`config.mk`:
```
export PLATFORM = sky130hd
export DESIGN_NAME = sobel_result_packer
export DESIGN_NICKNAME = d
export VERILOG_FILES = /design/src/rtl/sobel_pkg.sv /design/src/rtl/sync_fifo2.sv /design/src/rtl/sobel_result_packer.sv
export SDC_FILE = /design/constraint.sdc
export NUM_CORES = 1
export LEC_CHECK = 0
export BUFFER_PORTS_ARGS = -buffer_cell sky130_fd_sc_hd__buf_4
export CAP_MARGIN = 10
export CORE_ASPECT_RATIO = 0.75
export CORE_UTILIZATION = 50
export DETAILED_ROUTE_END_ITERATION = 6
export PLACE_DENSITY = 0.73
export SYNTH_ARGS = -nofsm -noshare
export SYNTH_HDL_FRONTEND = slang
export SYNTH_SLANG_ARGS = --single-unit
```
`constraint.sdc`:
```
create_clock -name clk -period 2.4 [get_ports clk]
set_clock_uncertainty 0.2 [all_clocks]
set_input_delay 0.12 -clock clk [delete_from_list [all_inputs] [get_ports clk]]
set_output_delay 0.12 -clock clk [all_outputs]
set_load 0.02 [all_outputs]
```
`src/rtl/sobel_pkg.sv`:
```
// Shared definitions for the Sobel convolution path: frame geometry defaults
// and the result packer FSM encoding.
package sobel_pkg;

  localparam int unsigned PIX_W        = 8;
  localparam int unsigned PIX_PER_WORD = 4;
  localparam int unsigned IMG_W        = 64;
  localparam int unsigned IMG_H        = 64;

  typedef enum logic [1:0] {
    StIdle,
    StRun,
    StDrain,
    StDone
  } packer_state_e;

endpackage

```
`src/rtl/sync_fifo2.sv`:
```
// Two-entry synchronous FIFO. A pop in the same cycle frees space for a push,
// so a full FIFO can accept a word while its head is being taken.
module sync_fifo2 #(
  parameter int unsigned Width = 42
) (
  input  logic             clk,
  input  logic             rst_n,
  input  logic             push_i,
  input  logic             pop_i,
  input  logic [Width-1:0] wdata_i,
  output logic [Width-1:0] rdata_o,
  output logic             full_o,
  output logic             empty_o
);

  logic [1:0][Width-1:0] mem_q;
  logic                  wr_ptr_q;
  logic                  rd_ptr_q;
  logic [1:0]            cnt_q, cnt_d;
  logic                  do_push;
  logic                  do_pop;

  assign full_o  = (cnt_q == 2'd2);
  assign empty_o = (cnt_q == 2'd0);
  assign rdata_o = mem_q[rd_ptr_q];

  assign do_pop  = pop_i && !empty_o;
  assign do_push = push_i && (!full_o || do_pop);

  always_comb begin
    cnt_d = cnt_q;
    unique case ({do_push, do_pop})
      2'b10:   cnt_d = cnt_q + 2'd1;
      2'b01:   cnt_d = cnt_q - 2'd1;
      default: cnt_d = cnt_q;
    endcase
  end

  always_ff @(posedge clk or negedge rst_n) begin
    if (!rst_n) begin
      mem_q    <= '0;
      wr_ptr_q <= 1'b0;
      rd_ptr_q <= 1'b0;
      cnt_q    <= 2'd0;
    end else begin
      if (do_push) begin
        mem_q[wr_ptr_q] <= wdata_i;
        wr_ptr_q        <= ~wr_ptr_q;
      end
      if (do_pop) begin
        rd_ptr_q <= ~rd_ptr_q;
      end
      cnt_q <= cnt_d;
    end
  end

endmodule

```
`src/rtl/sobel_result_packer.sv`:
```
// Packs filtered Sobel result pixels little-endian into words and streams them,
// with a running word address, to the result storage stage.
module sobel_result_packer #(
  parameter int unsigned PIX_W        = sobel_pkg::PIX_W,
  parameter int unsigned PIX_PER_WORD = sobel_pkg::PIX_PER_WORD,
  parameter int unsigned IMG_W        = sobel_pkg::IMG_W,
  parameter int unsigned IMG_H        = sobel_pkg::IMG_H,
  parameter int unsigned ADDR_W       = 10
) (
  input  logic                          clk,
  input  logic                          rst_n,
  input  logic                          en_i,
  input  logic                          pix_valid_i,
  input  logic [PIX_W-1:0]              pix_data_i,
  output logic                          pix_ready_o,
  output logic                          word_valid_o,
  output logic [PIX_W*PIX_PER_WORD-1:0] word_data_o,
  output logic [ADDR_W-1:0]             word_addr_o,
  input  logic                          word_ready_i,
  output logic                          conv_fin_o,
  output logic                          busy_o
);

  import sobel_pkg::*;

  localparam int unsigned WordW = PIX_W * PIX_PER_WORD;
  localparam int unsigned NPix  = IMG_W * IMG_H;
  localparam int unsigned CntW  = $clog2(NPix + 1);
  localparam int unsigned LaneW = (PIX_PER_WORD > 1) ? $clog2(PIX_PER_WORD) : 1;
  localparam logic [LaneW-1:0] LaneLast = LaneW'(PIX_PER_WORD - 1);
  localparam logic [CntW-1:0]  CntLast  = CntW'(NPix - 1);

  packer_state_e state_q, state_d;
  logic [LaneW-1:0]                    lane_q, lane_d;
  logic [CntW-1:0]                     cnt_q, cnt_d;
  logic [ADDR_W-1:0]                   addr_q, addr_d;
  logic [PIX_PER_WORD-1:0][PIX_W-1:0]  pack_q, pack_d;
  logic [PIX_PER_WORD-1:0][PIX_W-1:0]  pix_word;

  logic                    fifo_push;
  logic                    fifo_pop;
  logic                    fifo_full;
  logic                    fifo_empty;
  logic [ADDR_W+WordW-1:0] fifo_wdata;
  logic [ADDR_W+WordW-1:0] fifo_rdata;
  logic                    pix_fire;

  sync_fifo2 #(
    .Width(ADDR_W + WordW)
  ) u_fifo (
    .clk    (clk),
    .rst_n  (rst_n),
    .push_i (fifo_push),
    .pop_i  (fifo_pop),
    .wdata_i(fifo_wdata),
    .rdata_o(fifo_rdata),
    .full_o (fifo_full),
    .empty_o(fifo_empty)
  );

  assign word_valid_o = !fifo_empty;
  assign word_data_o  = fifo_rdata[WordW-1:0];
  assign word_addr_o  = fifo_rdata[WordW +: ADDR_W];
  assign fifo_pop     = word_valid_o && word_ready_i;

  // Only the word-completing lane needs FIFO space; earlier lanes just fill the pack register.
  assign pix_ready_o = (state_q == StRun) && en_i && !((lane_q == LaneLast) && fifo_full);
  assign pix_fire    = pix_valid_i && pix_ready_o;

  assign conv_fin_o = (state_q == StDone);
  assign busy_o     = (state_q == StRun) || (state_q == StDrain);

  always_comb begin
    state_d    = state_q;
    lane_d     = lane_q;
    cnt_d      = cnt_q;
    addr_d     = addr_q;
    pack_d     = pack_q;
    fifo_push  = 1'b0;
    fifo_wdata = {addr_q, pack_q};
    pix_word   = pack_q;
    pix_word[lane_q] = pix_data_i;

    unique case (state_q)
      StIdle: begin
        if (en_i) begin
          state_d = StRun;
          lane_d  = '0;
          cnt_d   = '0;
          addr_d  = '0;
          pack_d  = '0;
        end
      end
      StRun: begin
        if (pix_fire) begin
          cnt_d = cnt_q + 1'b1;
          if (lane_q == LaneLast) begin
            fifo_push  = 1'b1;
            fifo_wdata = {addr_q, pix_word};
            addr_d     = addr_q + 1'b1;
            lane_d     = '0;
            pack_d     = '0;
          end else begin
            pack_d = pix_word;
            lane_d = lane_q + 1'b1;
          end
          if (cnt_q == CntLast) begin
            state_d = StDrain;
          end
        end
      end
      StDrain: begin
        if (lane_q != '0) begin
          // Partial final word; unused lanes are still zero from the last clear.
          if (!fifo_full || fifo_pop) begin
            fifo_push  = 1'b1;
            fifo_wdata = {addr_q, pack_q};
            addr_d     = addr_q + 1'b1;
            lane_d     = '0;
            pack_d     = '0;
          end
        end else if (fifo_empty || (fifo_pop && !fifo_full)) begin
          state_d = StDone;
        end
      end
      StDone: begin
        if (!en_i) begin
          state_d = StIdle;
        end
      end
      default: state_d = StIdle;
    endcase
  end

  always_ff @(posedge clk or negedge rst_n) begin
    if (!rst_n) begin
      state_q <= StIdle;
      lane_q  <= '0;
      cnt_q   <= '0;
      addr_q  <= '0;
      pack_q  <= '0;
    end else begin
      state_q <= state_d;
      lane_q  <= lane_d;
      cnt_q   <= cnt_d;
      addr_q  <= addr_d;
      pack_q  <= pack_d;
    end
  end

endmodule
```
After elaboration in Yosys (flattened, before gate mapping)
Cells that the tools add are included.
W data, S select, Z words.

word-level totals
  bits in registers = 147
  input port bits = 13
  logic and storage cells = 114

cells by class
  add/sub/neg operators = 5
  bitwise gates (word level) = 2
  eq/ne operators = 17
  multiplexer cells = 45
  reduce and logical (&&, ||, !) cells = 27
  $lt $le $gt $ge = 5

operator list
  operator                 number
  $mux W32                 8
  $mux W42                 3
  $pmux W32 S3             1
  $bwmux W84               1
  $mux W10                 5
  $demux W42 S1            1
  $bwmux W32               1
  $pmux W10 S3             1
  $mux W13                 2
  $pmux W13 S2             1
  $mux W2                  11
  $demux W8 S2             1
  $add A13 B1 Y13 const B  1
  $eq A13 B12 Y1 const B   1
  $reduce_and A6 Y1        2
  $add A10 B1 Y10 const B  1
  $eq A2 B2 Y1 const B     5
  $logic_and A1 B1 Y1      10
  $ne A2 B1 Y1 const B     5
  $mux W8                  1
  $ne A2 B2 Y1 const B     4
  $pmux W2 S4              1
  $pmux W2 S3              1
  $reduce_bool A2 Y1       3
  17 further kinds         30

Longest topological paths before layout
Gate-level depths: netlist of the first run.

  word-level depth = 10
  gate-level depth with buffers = 9
  gate-level depth less buffers = 9

Modules after synthesis
Synthesis of the first run repeated with hierarchy kept, for this count alone.

second synthesis, totals
  cells, all modules = 560
  area total of the unflattened synthesis = 7,065.5 um^2

by module, submodules not included
  module               area an instance (um^2)  cells each  times used  seq. area each (um^2)
  sync_fifo2           3,860.0                  242         1           2,202.1
  sobel_result_packer  3,205.6                  318         1           1,476.4

Least setup slack after synthesis of the first run
OpenSTA, ideal clock, no wires.

  kind = register to register
  start = register state_q[0]
  end = register u_fifo.mem_q[81] (netlist bit)
  cell stages (with the launch flop) = 8
  arrival time = 1.886 ns
  slack = 0.187 ns
  path through = dfrtp_1 -> inv_1 -> ha_1 -> nor2b_1 -> a41oi_4 -> nor3b_4 -> buf_6 -> mux2_1

between the ends
  cells in the longest elaborated chain, start to end = 7

RTL lines
  element                           line                                                  RTL
  start, declared                   sobel_result_packer.sv:33                             packer_state_e state_q, state_d;
  start signal, assigned            sobel_result_packer.sv:137                            state_q <= StIdle;
  start signal, assigned            sobel_result_packer.sv:143                            state_q <= state_d;
  $eq A2 B1 Y1                      sobel_result_packer.sv:67, sobel_result_packer.sv:84
  $logic_and A1 B1 Y1 (2 in a row)  sobel_result_packer.sv:67                             assign pix_ready_o = (state_q == StRun) && en_i && !((lane_q == LaneLast) && fifo_full);
  $logic_and A1 B1 Y1               sobel_result_packer.sv:68                             assign pix_fire = pix_valid_i && pix_ready_o;
  $mux W1                           sobel_result_packer.sv:95                             if (pix_fire) begin
  $pmux W1 S2 (*)                   sobel_result_packer.sv:84                             unique case (state_q)
  $logic_and A1 B1 Y1 (*)           sync_fifo2.sv:28                                      assign do_push = push_i && (!full_o || do_pop);
  end signal, assigned by index     sync_fifo2.sv:47                                      mem_q[wr_ptr_q] <= wdata_i;
  end, declared                     sync_fifo2.sv:16                                      logic [1:0][Width-1:0] mem_q;

Mark *: on every way between the ends. The rest lies on a longest branch, timed or not.
A chain may end at the register's enable or synchronous reset.

Final worst setup path of the first run
  start = register lane_q[0]
  end = register u_fifo.mem_q[63] (netlist bit)

between the ends
  cells in the longest elaborated chain, start to end = 9

RTL lines
  element                                                                    line                        RTL
  start, declared                                                            sobel_result_packer.sv:34   logic [LaneW-1:0] lane_q, lane_d;
  start signal, assigned                                                     sobel_result_packer.sv:144  lane_q <= lane_d;
  $lt A2 B3 Y1 (not written as such) / $ge A2 B1 Y1 (equally long branches)  sobel_result_packer.sv:82   pix_word[lane_q] = pix_data_i;
  $logic_and A1 B1 Y1 (not written as such)                                  sobel_result_packer.sv:82
  $mux W8 (not written as such)                                              sobel_result_packer.sv:82
  $demux W8 S2                                                               sobel_result_packer.sv:82
  $bwmux W32                                                                 sobel_result_packer.sv:82
  $mux W32                                                                   sobel_result_packer.sv:97   if (lane_q == LaneLast) begin
  $mux W32                                                                   sobel_result_packer.sv:95
  $mux W32                                                                   n/a
  $bwmux W84                                                                 sync_fifo2.sv:47

Parallel ways exist; a longest one is shown, timed or not.

==> results.sh, run 1 <==
export IMPL_outcome="finished clean"
export IMPL_grt_antenna_before_repair=0
export IMPL_fin_nets=697
export IMPL_report_final_slew_viol_count=0
export IMPL_synth_top_family_by_area="multiplexers"
export IMPL_hpwl_um=10700
export IMPL_fmax_mhz=432
export IMPL_end_kind="flip-flop"
export IMPL_synthAdderAreaFrac_pct=2.08
export IMPL_syn_avg_cell_area_um2=12.4
export IMPL_fillCellCount=1059
export IMPL_hold_viol=0
export IMPL_pin_count=59
export IMPL_crit_required_ns=2.49
export IMPL_ys_flop_type="dfrtp_1"
export IMPL_synth_simple_area_share_pct=10.1
export IMPL_yosysSeqAreaShare_pct=51.0
export IMPL_gp_congestion=0.820
export IMPL_grt_max_degree=61
export IMPL_worst_slew_pin_slew_ns=0.730
export IMPL_vias=4939
export IMPL_rows=37
export IMPL_placed_area_mm2=0.00798
export IMPL_root_buffer="clkbuf_16"
export IMPL_leakagePower_nw=4.13
export IMPL_crit_type="flip-flop to flip-flop"
export IMPL_die_area_mm2=0.0149
export IMPL_overflow=0
export IMPL_cts_buffers_inserted=17
export IMPL_setup_violations=0
export IMPL_drtIter0Drc=190
export IMPL_antenna_left=0
export IMPL_core_area_mm2=0.0139
export IMPL_fin_crit_sh_pct=96.4
export IMPL_first_pass_iters=6
export IMPL_reg2reg_from="lane_q[0]"
export IMPL_routed_wirelength_um=15800
export IMPL_diodes=0
export IMPL_first_global_vias=5083
export IMPL_insertion_delay_ns=0.41
export IMPL_synth_edf_count=0
export IMPL_synth_compound_area_share_pct=8.80
export IMPL_r2r_setup_slack_ns=0.09
export IMPL_relSlewSlack_pct=51.1
export IMPL_cp_startpoint="lane_q[0]"
export IMPL_clkTransAtPathRegs_ns=0.06
export IMPL_syn_num_nets=605
export IMPL_grt_use_total_pct=22.4
export IMPL_period_minus_slack_ns=2.31
export IMPL_crit_path_max_fanout=15
export IMPL_cts_buffer_depth=2
export IMPL_r2r_end="u_fifo.mem_q[63]"
export IMPL_htree_levels=4
export IMPL_cap_violations=0
export IMPL_final_layout_size_suffix_gt1_share_pct=38.4
export IMPL_port_buffers=58
export IMPL_netlist_area_mm2=0.00721
export IMPL_ir_worst_vdd_uv=765
export IMPL_area_growth_pct=21.3
export IMPL_cts_tree="built"
export IMPL_wl_per_cell_um=18.4
export IMPL_cts_sinks=147
export IMPL_holdWs_ns=0.0523
export IMPL_synthXorXnorAreaFrac_pct=0.607
export IMPL_final_cell_area_mm2=0.00874
export IMPL_min_path_type="primary input to async pin"
export IMPL_synth_area_mux_share_pct=23.8
export IMPL_ff2ff_path_depth=8
export IMPL_finalWorstSetupSlack_ns=0.0857
export IMPL_via_per_inst=5.74
export IMPL_die_width_um=141
export IMPL_ys_warn_count=0
export IMPL_synthDistinctLibCells=55
export IMPL_grt_first_pass_wirelength_um=26100
export IMPL_powerDensity_mw_per_mm2=1170
export IMPL_netlist_instances=580
export IMPL_dp_slack_ns=-0.0868
export IMPL_ys_seq_elements=147
export IMPL_synthArstFlopShare_pct=100
export IMPL_critical_path_arrival_ns=2.41
export IMPL_die_h_um=106
export IMPL_cp_start_kind="flip-flop"
export IMPL_start_util_pct=51.9
export IMPL_drc=0
==> placed cells by master (no fill, tap or decap), types with 7 or more instances in the layout <==
master         netlist  layout
ha_1                12      11
o21ai_0             26      26
nand3_1             13      13
o211ai_1             7       7
mux2_2             121     121
dlygate4sd3_1        0      11
nand2_1             26      26
and2_1              19      19
mux2_1              10      10
mux2i_1             24      24
dfrtp_1            147     146
nand2b_1             9       9
a22o_1              27      27
buf_4                6      84
inv_1               24      24
clkbuf_16            0      18
==> cell usage after synthesis, types with 7 or more instances <==
library cell	instances	area [um^2]
a22o_1	27	236
mux2_1	10	113
dfrtp_1	147	3680
nand3_1	13	65.1
nand2_1	26	97.6
mux2i_1	24	240
inv_1	24	90.1
o211ai_1	7	52.6
ha_1	12	150
mux2_2	121	1360
and2_1	19	119
nand2b_1	9	56.3
clkbuf_1	9	33.8
o21ai_0	26	130
nor3_1	7	35.0
==> sequential cells by signal, indices dropped and copies added, names as in the netlist <==
signal           count
u_fifo.mem_q        84
pack_q              32
cnt_q               13
addr_q              10
lane_q               2
state_q              2
u_fifo.cnt_q         2
u_fifo.rd_ptr_q      1
u_fifo.wr_ptr_q      1
==> layout make-up <==
type / count / area [um^2] / share of cell area (%)
Multi-Input combinational cell: 380 / 3290 / 37.7
Inverter: 24 / 90.1 / 1.03
Timing Repair Buffer: 102 / 877 / 10.0
Sequential cell: 147 / 3680 / 42.1
Clock buffer: 19 / 453 / 5.18
Clock inverter: 13 / 133 / 1.52
Tap cell: 175 / 219 / 2.50
==> critical path: stages, from the launching register on <==
cell and delay (ns):
dfrtp_1 0.39, inv_1 0.10, ha_1 0.28, nor2b_2 0.21
a41oi_4 0.08, nor3b_4 0.20, buf_4 0.18, buf_12 0.18
mux2_2 0.36
==> what timing repair did <==
| item | in CTS | in global routing |
|---|---|---|
| gates cloned | 0 | 1 |
| endpoints found under the hold margin | 197 | 0 |
| hold buffers | 11 | 0 |
| resized for setup | 4 | 1 |
| setup buffers | 0 | 3 |
| pin swaps | 0 | 1 |
| setup endpoints to repair | 58 | 65 |
==> how the worst max path moves through the flow <==
| stage | endpoint | cells past startpoint |
|---|---|---|
| after global routing | u_fifo.mem_q[80] | 8 |
| final | u_fifo.mem_q[63] | 8 |
| after detailed placement | pack_q[15] | 6 |
| after CTS | u_fifo.mem_q[63] | 7 |
| after floorplan | u_fifo.mem_q[81] | 7 |
| after global placement | pack_q[12] | 6 |
==> layer usage <==
metal	GRT usage [%]	up-vias	wire length (um)
met3	4.82	10	602
met4	5.05	0	99
met2	35.0	95	7390
met1	32.0	2524	7740
li1	-	2310	-
met5	0	-	0
==> kinds of logic (layout without fill, tap and decap cells) <==
family          after synthesis  after routing
compound gates               86             86
xor+xnor                      5              5
fa+ha+maj                    12             12
buf+inv                      53            158
flops                       147            147
mux                         155            155
simple gates                122            122
==> stage by stage <==
step           power (mW)  setup TNS, ns  std cells  utilization, %
2_1_floorplan        6.25              0        580               -
3_5_place_dp         7.58          -1.71        813            57.5
5_1_grt              10.8       -0.00258        860            63.0
3_3_place_gp         7.41              0        813            57.5
4_1_cts              10.3              0        856            62.6
6_report             10.2              0        860            63.0
==> where the power goes <==
| part | total, mW | switching (mW) | internal, mW |
|---|---|---|---|
| combinational | 3.74 | 1.85 | 1.89 |
| clock | 2.61 | 1.03 | 1.58 |
| sequential | 3.84 | 0.519 | 3.32 |
| total | 10.2 | 3.41 | 6.80 |
No activity file was read; power rests on OpenSTA's default activity.
==> run 2, diff against run 1 <==
Settings changed: CELL_PAD_IN_SITES_DETAIL_PLACEMENT set to 0, CELL_PAD_IN_SITES_GLOBAL_PLACEMENT set to 1, CORE_UTILIZATION 50 to 44, PLACE_DENSITY 0.73 to 0.78.
==> run 2 against run 1 <==
Net effect: register-to-register slack gained 0.03 ns; die area grew 13%; wire length grew 2.0%; hold slack lost 0.030 ns; critical endpoint is now u_fifo.mem_q[55]; largest power group unchanged.
==> results.sh, run 2 (synthesized netlist as in run 1, its figures left out) <==
export IMPL_cts_tree="built"
export IMPL_largest_reg_flops=84
export IMPL_cts_buffers_inserted=17
export IMPL_setup_violations=0
export IMPL_via_per_inst=5.54
export IMPL_die_area_mm2=0.0169
export IMPL_clkTransAtPathRegs_ns=0.06
export IMPL_leakagePower_nw=4.16
export IMPL_area_growth_pct=22.9
export IMPL_antenna_left=0
export IMPL_power_mw=10.6
export IMPL_crit_path_max_fanout=21
export IMPL_path_delay_family="simple AND/OR/NAND/NOR gates"
export IMPL_grt_busiest_layer="met2"
export IMPL_setup_tns_ns=0
export IMPL_largest_register="u_fifo.mem_q"
export IMPL_crit_required_ns=2.50
export IMPL_die_width_um=150
export IMPL_fmax_mhz=437
export IMPL_post_route_util_pct=55.3
export IMPL_fin_crit_sh_pct=95.3
export IMPL_ff2ff_path_depth=7
export IMPL_pin_count=59
export IMPL_htree_levels=4
export IMPL_final_layout_size_suffix_gt1_share_pct=37.8
export IMPL_ir_worst_vdd_uv=995
export IMPL_port_buffers=58
export IMPL_gp_congestion=0.777
export IMPL_grt_first_pass_wirelength_um=27200
export IMPL_period_minus_slack_ns=2.29
export IMPL_stdcell_count=893
export IMPL_critPathMaxStageDelay_ns=0.40
export IMPL_root_buffer="clkbuf_16"
export IMPL_reg2reg_from="state_q[0]"
export IMPL_outcome="finished clean"
export IMPL_core_area_mm2=0.0160
export IMPL_worst_slew_pin_slew_ns=0.595
export IMPL_hold_viol=0
export IMPL_path_cells="inv_1 -> ha_1 -> nor2b_4 -> a41oi_4 -> nor3b_4 -> buf_12 -> mux2_2"
export IMPL_hpwl_um=11000
export IMPL_cts_buffer_depth=2
export IMPL_critical_path_arrival_ns=2.39
export IMPL_rsz0062_at_grt="no"
export IMPL_first_global_vias=5210
export IMPL_relSlewSlack_pct=60.3
export IMPL_insertion_delay_ns=0.42
export IMPL_dpl_cell_count=850
export IMPL_rows=40
export IMPL_die_h_um=113
export IMPL_crit_buf_inv=2
export IMPL_powerDensity_mw_per_mm2=1190
export IMPL_wl_per_cell_um=18.1
export IMPL_grt_use_total_pct=21.1
export IMPL_cap_violations=0
export IMPL_cp_startpoint="state_q[0]"
export IMPL_grt_max_degree=62
export IMPL_cp_start_kind="flip-flop"
export IMPL_grt_met2_usage_pct=32.3
export IMPL_cp_slowest_cell="dfrtp_1"
export IMPL_met3_usage_pct=4.15
export IMPL_drc=0
export IMPL_vias=4943
export IMPL_crit_type="flip-flop to flip-flop"
export IMPL_path_depth=7
export IMPL_top_regs="u_fifo.mem_q x84, pack_q x32, cnt_q x13"
export IMPL_layout_commonest_cell="dfrtp_1"
export IMPL_start_util_pct=45.0
export IMPL_first_pass_iters=4
export IMPL_cts_sinks=147
export IMPL_drtIter0Drc=288
export IMPL_fin_nets=695
export IMPL_final_cell_mix="146 x dfrtp_1, 121 x mux2_2, 81 x buf_4"
export IMPL_end_kind="flip-flop"
export IMPL_routed_wirelength_um=16200
export IMPL_report_final_slew_viol_count=0
export IMPL_min_path_type="primary input to async pin"
export IMPL_overflow=0
export IMPL_grt_util_met1_pct=29.4
export IMPL_diodes=0
export IMPL_grt_antenna_before_repair=0
## run 2: worst paths after layout
kind | end | slack [ns]
max in group asynchronous | u_fifo.mem_q[61] | 1.16
min in group clk | cnt_q[10] | 0.10
worst min-delay path | u_fifo.mem_q[82] | 0.02
worst max-delay path | u_fifo.mem_q[55] | 0.11
worst min register to register | u_fifo.mem_q[53] | 0.28
worst max register to register | u_fifo.mem_q[55] | 0.11
## run 2: where the power goes
part | switching, mW | total, mW | internal (mW)
logic | 1.87 | 3.78 | 1.92
registers | 0.534 | 3.86 | 3.32
clock network | 1.02 | 2.94 | 1.93
total | 3.42 | 10.6 | 7.17
## run 2: repair_timing
action                     4_1_cts  5_1_grt
hold endpoints to repair       203        0
setup endpoints to repair       57       13
pin swaps                        1        0
hold buffers                    11        0
resized for setup                4        3
buffers inserted                 0        0
## run 2: per-layer routing
metal	wire (um)	part of all wire, %
met4	247	1.5
met5	0	0
met3	522	3.2
met1	7950	49
met2	7430	46
## run 2: final cells by class
cell class | count | area [um^2]
Fill cell | 1311 | 7160
Sequential cell | 147 | 3680
Multi-Input combinational cell | 380 | 3310
Timing Repair Buffer | 100 | 870
Clock buffer | 23 | 478
Tap cell | 210 | 263
Clock inverter | 9 | 174
Inverter | 24 | 90.1
## run 2: metrics by stage
| step | instance area, um^2 | worst slack, ns | hold WS (ns) |
|---|---|---|---|
| global route | 8860 | 0.0232 | 0.0701 |
| floorplan | 7210 | 0.187 | -0.376 |
| finish | 8860 | 0.112 | 0.0221 |
| CTS | 8840 | 0.00383 | 0.0479 |
| detailed placement | 8060 | -0.118 | -0.0656 |
| global placement | 8060 | 0.00905 | -0.0740 |
## run 2: worst reg2reg max path: stages, from the launching register on
cell,delay (ns)
dfrtp_1,0.40
inv_1,0.12
ha_1,0.23
nor2b_4,0.20
a41oi_4,0.07
nor3b_4,0.34
buf_12,0.24
mux2_2,0.36
==> run 3, diff against run 2 <==
Settings changed: ABC_AREA set to 1, CORE_UTILIZATION 44 to 40.
==> run 3 against run 2 <==
Net effect: global-route usage barely moved; flip-flop and latch count unchanged; total power down 10%; sequential power fell by 17%; via count up 35%; first-iteration DRC count increased by 98%; clock power shrank 7.8%; synthesized cell count up 82%; final area rose by 4.7%; utilization decreased by 5.7 points.
==> results.sh, run 3 <==
export IMPL_outcome="finished clean"
export IMPL_powerDensity_mw_per_mm2=1030
export IMPL_crit_path_max_fanout=16
export IMPL_cts_buffers_inserted=17
export IMPL_postCtsSetupBuffers=0
export IMPL_synth_edf_count=0
export IMPL_pin_count=59
export IMPL_syn_num_nets=1082
export IMPL_fmax_mhz=454
export IMPL_cts_sinks=147
export IMPL_cts_buffer_depth=2
export IMPL_rows=43
export IMPL_fin_nets=1156
export IMPL_crit_required_ns=2.50
export IMPL_crit_type="flip-flop to flip-flop"
export IMPL_hold_viol=0
export IMPL_top_regs="u_fifo.mem_q x84, pack_q x32, cnt_q x13"
export IMPL_dp_slack_ns=0.198
export IMPL_post_route_util_pct=49.7
export IMPL_grt_antenna_before_repair=0
export IMPL_finalWorstSetupSlack_ns=0.195
export IMPL_cp_slowest_cell="dfrtp_1"
export IMPL_end_kind="flip-flop"
export IMPL_start_util_pct=41.2
export IMPL_port_buffers=58
export IMPL_grt_first_pass_wirelength_um=32100
export IMPL_core_area_mm2=0.0187
export IMPL_routed_wirelength_um=19500
export IMPL_synth_most_common_cell="nand2_1"
export IMPL_path_cells="ha_1 -> nand3_4 -> nand4_2 -> nand2_2 -> nand3_2 -> buf_4 -> nand2_1 -> o21ai_0"
export IMPL_cap_violations=0
export IMPL_period_minus_slack_ns=2.20
export IMPL_relSlewSlack_pct=62.6
export IMPL_grt_max_degree=62
export IMPL_netlist_area_mm2=0.00770
export IMPL_diodes=0
export IMPL_report_final_slew_viol_count=0
export IMPL_first_pass_iters=5
export IMPL_ir_worst_vdd_uv=471
export IMPL_worst_slew_pin_slew_ns=0.561
export IMPL_path_delay_family="simple AND/OR/NAND/NOR gates"
export IMPL_setup_violations=0
export IMPL_area_growth_pct=20.4
export IMPL_ys_seq_elements=147
export IMPL_synthArstFlopShare_pct=100
export IMPL_via_per_inst=4.80
export IMPL_leakagePower_nw=4.77
export IMPL_die_width_um=162
export IMPL_final_cell_mix="484 x nand2_1, 147 x dfrtp_1, 134 x o21ai_0"
export IMPL_crit_buf_inv=1
export IMPL_min_path_type="primary input to async pin"
export IMPL_setup_tns_ns=0
export IMPL_first_global_vias=5889
export IMPL_synth_area_top_cells="dfrtp_1 48%, nand2_1 24%, o21ai_0 8.7%"
export IMPL_fin_crit_sh_pct=91.9
export IMPL_final_layout_size_suffix_gt1_share_pct=12.2
export IMPL_insertion_delay_ns=0.43
export IMPL_cts_tree="built"
export IMPL_root_buffer="clkbuf_16"
export IMPL_synthDistinctLibCells=32
export IMPL_yosysSeqAreaShare_pct=47.8
export IMPL_largest_reg_flops=84
export IMPL_synthTopCellsByCount="484 x nand2_1, 147 x dfrtp_1, 134 x o21ai_0"
export IMPL_critPathMaxStageDelay_ns=0.41
export IMPL_clkTransAtPathRegs_ns=0.06
export IMPL_grt_use_total_pct=21.1
export IMPL_rsz0062_at_grt="no"
export IMPL_gp_congestion=0.799
export IMPL_stdcell_count=1390
export IMPL_htree_levels=4
export IMPL_drc=0
export IMPL_wl_per_cell_um=14.0
export IMPL_cp_start_kind="flip-flop"
export IMPL_die_area_mm2=0.0198
export IMPL_hpwl_um=13500
export IMPL_drtIter0Drc=571
export IMPL_critical_path_arrival_ns=2.30
export IMPL_layout_commonest_cell="nand2_1"
export IMPL_ys_warn_count=0
export IMPL_netlist_area_leader_share_pct=47.8
export IMPL_largest_register="u_fifo.mem_q"
export IMPL_netlist_instances=1057
export IMPL_die_h_um=122
export IMPL_ys_flop_type="dfrtp_1"
export IMPL_antenna_left=0
export IMPL_yosysTopAreaCell="dfrtp_1"
export IMPL_holdWs_ns=0.0406
export IMPL_dpl_cell_count=1345
export IMPL_overflow=0
export IMPL_syn_avg_cell_area_um2=7.28
export IMPL_vias=6674
run 3: cells by family after synthesis:
group | Yosys count | share of synthesized area [%]
AND/OR/NAND/NOR | 599 | 31.6
XOR/XNOR | 9 | 1.02
multiplexers | 3 | 0.390
buffers and inverters | 139 | 7.56
AO/OA/AOI/OAI | 148 | 9.75
flip-flops | 147 | 47.8
adder cells (fa/ha/maj) | 12 | 1.95
run 3: path summary, 6_finish.rpt:
path / slack (ns) / endpoint / startpoint / depth (start not counted)
min: 0.04 / u_fifo.mem_q[16] / rst_n / 3
min reg2reg: 0.28 / pack_q[23] / pack_q[23] / 2
max reg2reg: 0.20 / u_fifo.mem_q[60] / lane_q[0] / 8
max: 0.20 / u_fifo.mem_q[60] / lane_q[0] / 8
max in group asynchronous: 1.62 / lane_q[1] / rst_n / 3
min in group clk: 0.28 / pack_q[23] / pack_q[23] / 2
run 3: layout make-up:
cell class,instances,area (um^2)
fillers,1918,9400
flip-flops and latches,147,3680
multi-input cells,771,3440
repair buffers,106,923
clock buffers,19,443
inverters,88,330
well taps,247,309
clock inverters,12,149
run 3: worst min-delay path: cells and delay by family:
family,cells,cell delay [ns]
buffers and inverters,3,0.92
run 3: power by group:
part	total (mW)	switching (mW)	internal, mW	leakage, nW
registers	3.22	0.312	2.91	2.03
clock network	2.71	1.13	1.58	0.280
logic	3.58	2.40	1.17	2.46
run 3: what timing repair did:
action,CTS,global route
endpoints found under the hold margin,177,0
resized for setup,0,2
hold buffers,14,0
endpoints found under the setup margin,0,6
run 3: metal layers:
layer / up-vias / GRT usage, % / share of wire (%)
li1: 3462 / - / -
met1: 3052 / 33.7 / 55
met2: 139 / 27.8 / 40
met3: 21 / 4.02 / 4.3
met4: 0 / 6.60 / 1.3
met5: - / 0 / 0
run 3: stage by stage:
stage / total power [mW] / cell area, um^2
floorplan: 5.55 / 7700
global placement: 6.80 / 8530
detailed placement: 6.83 / 8530
CTS: 9.58 / 9270
global route: 10.1 / 9270
finish: 9.51 / 9270
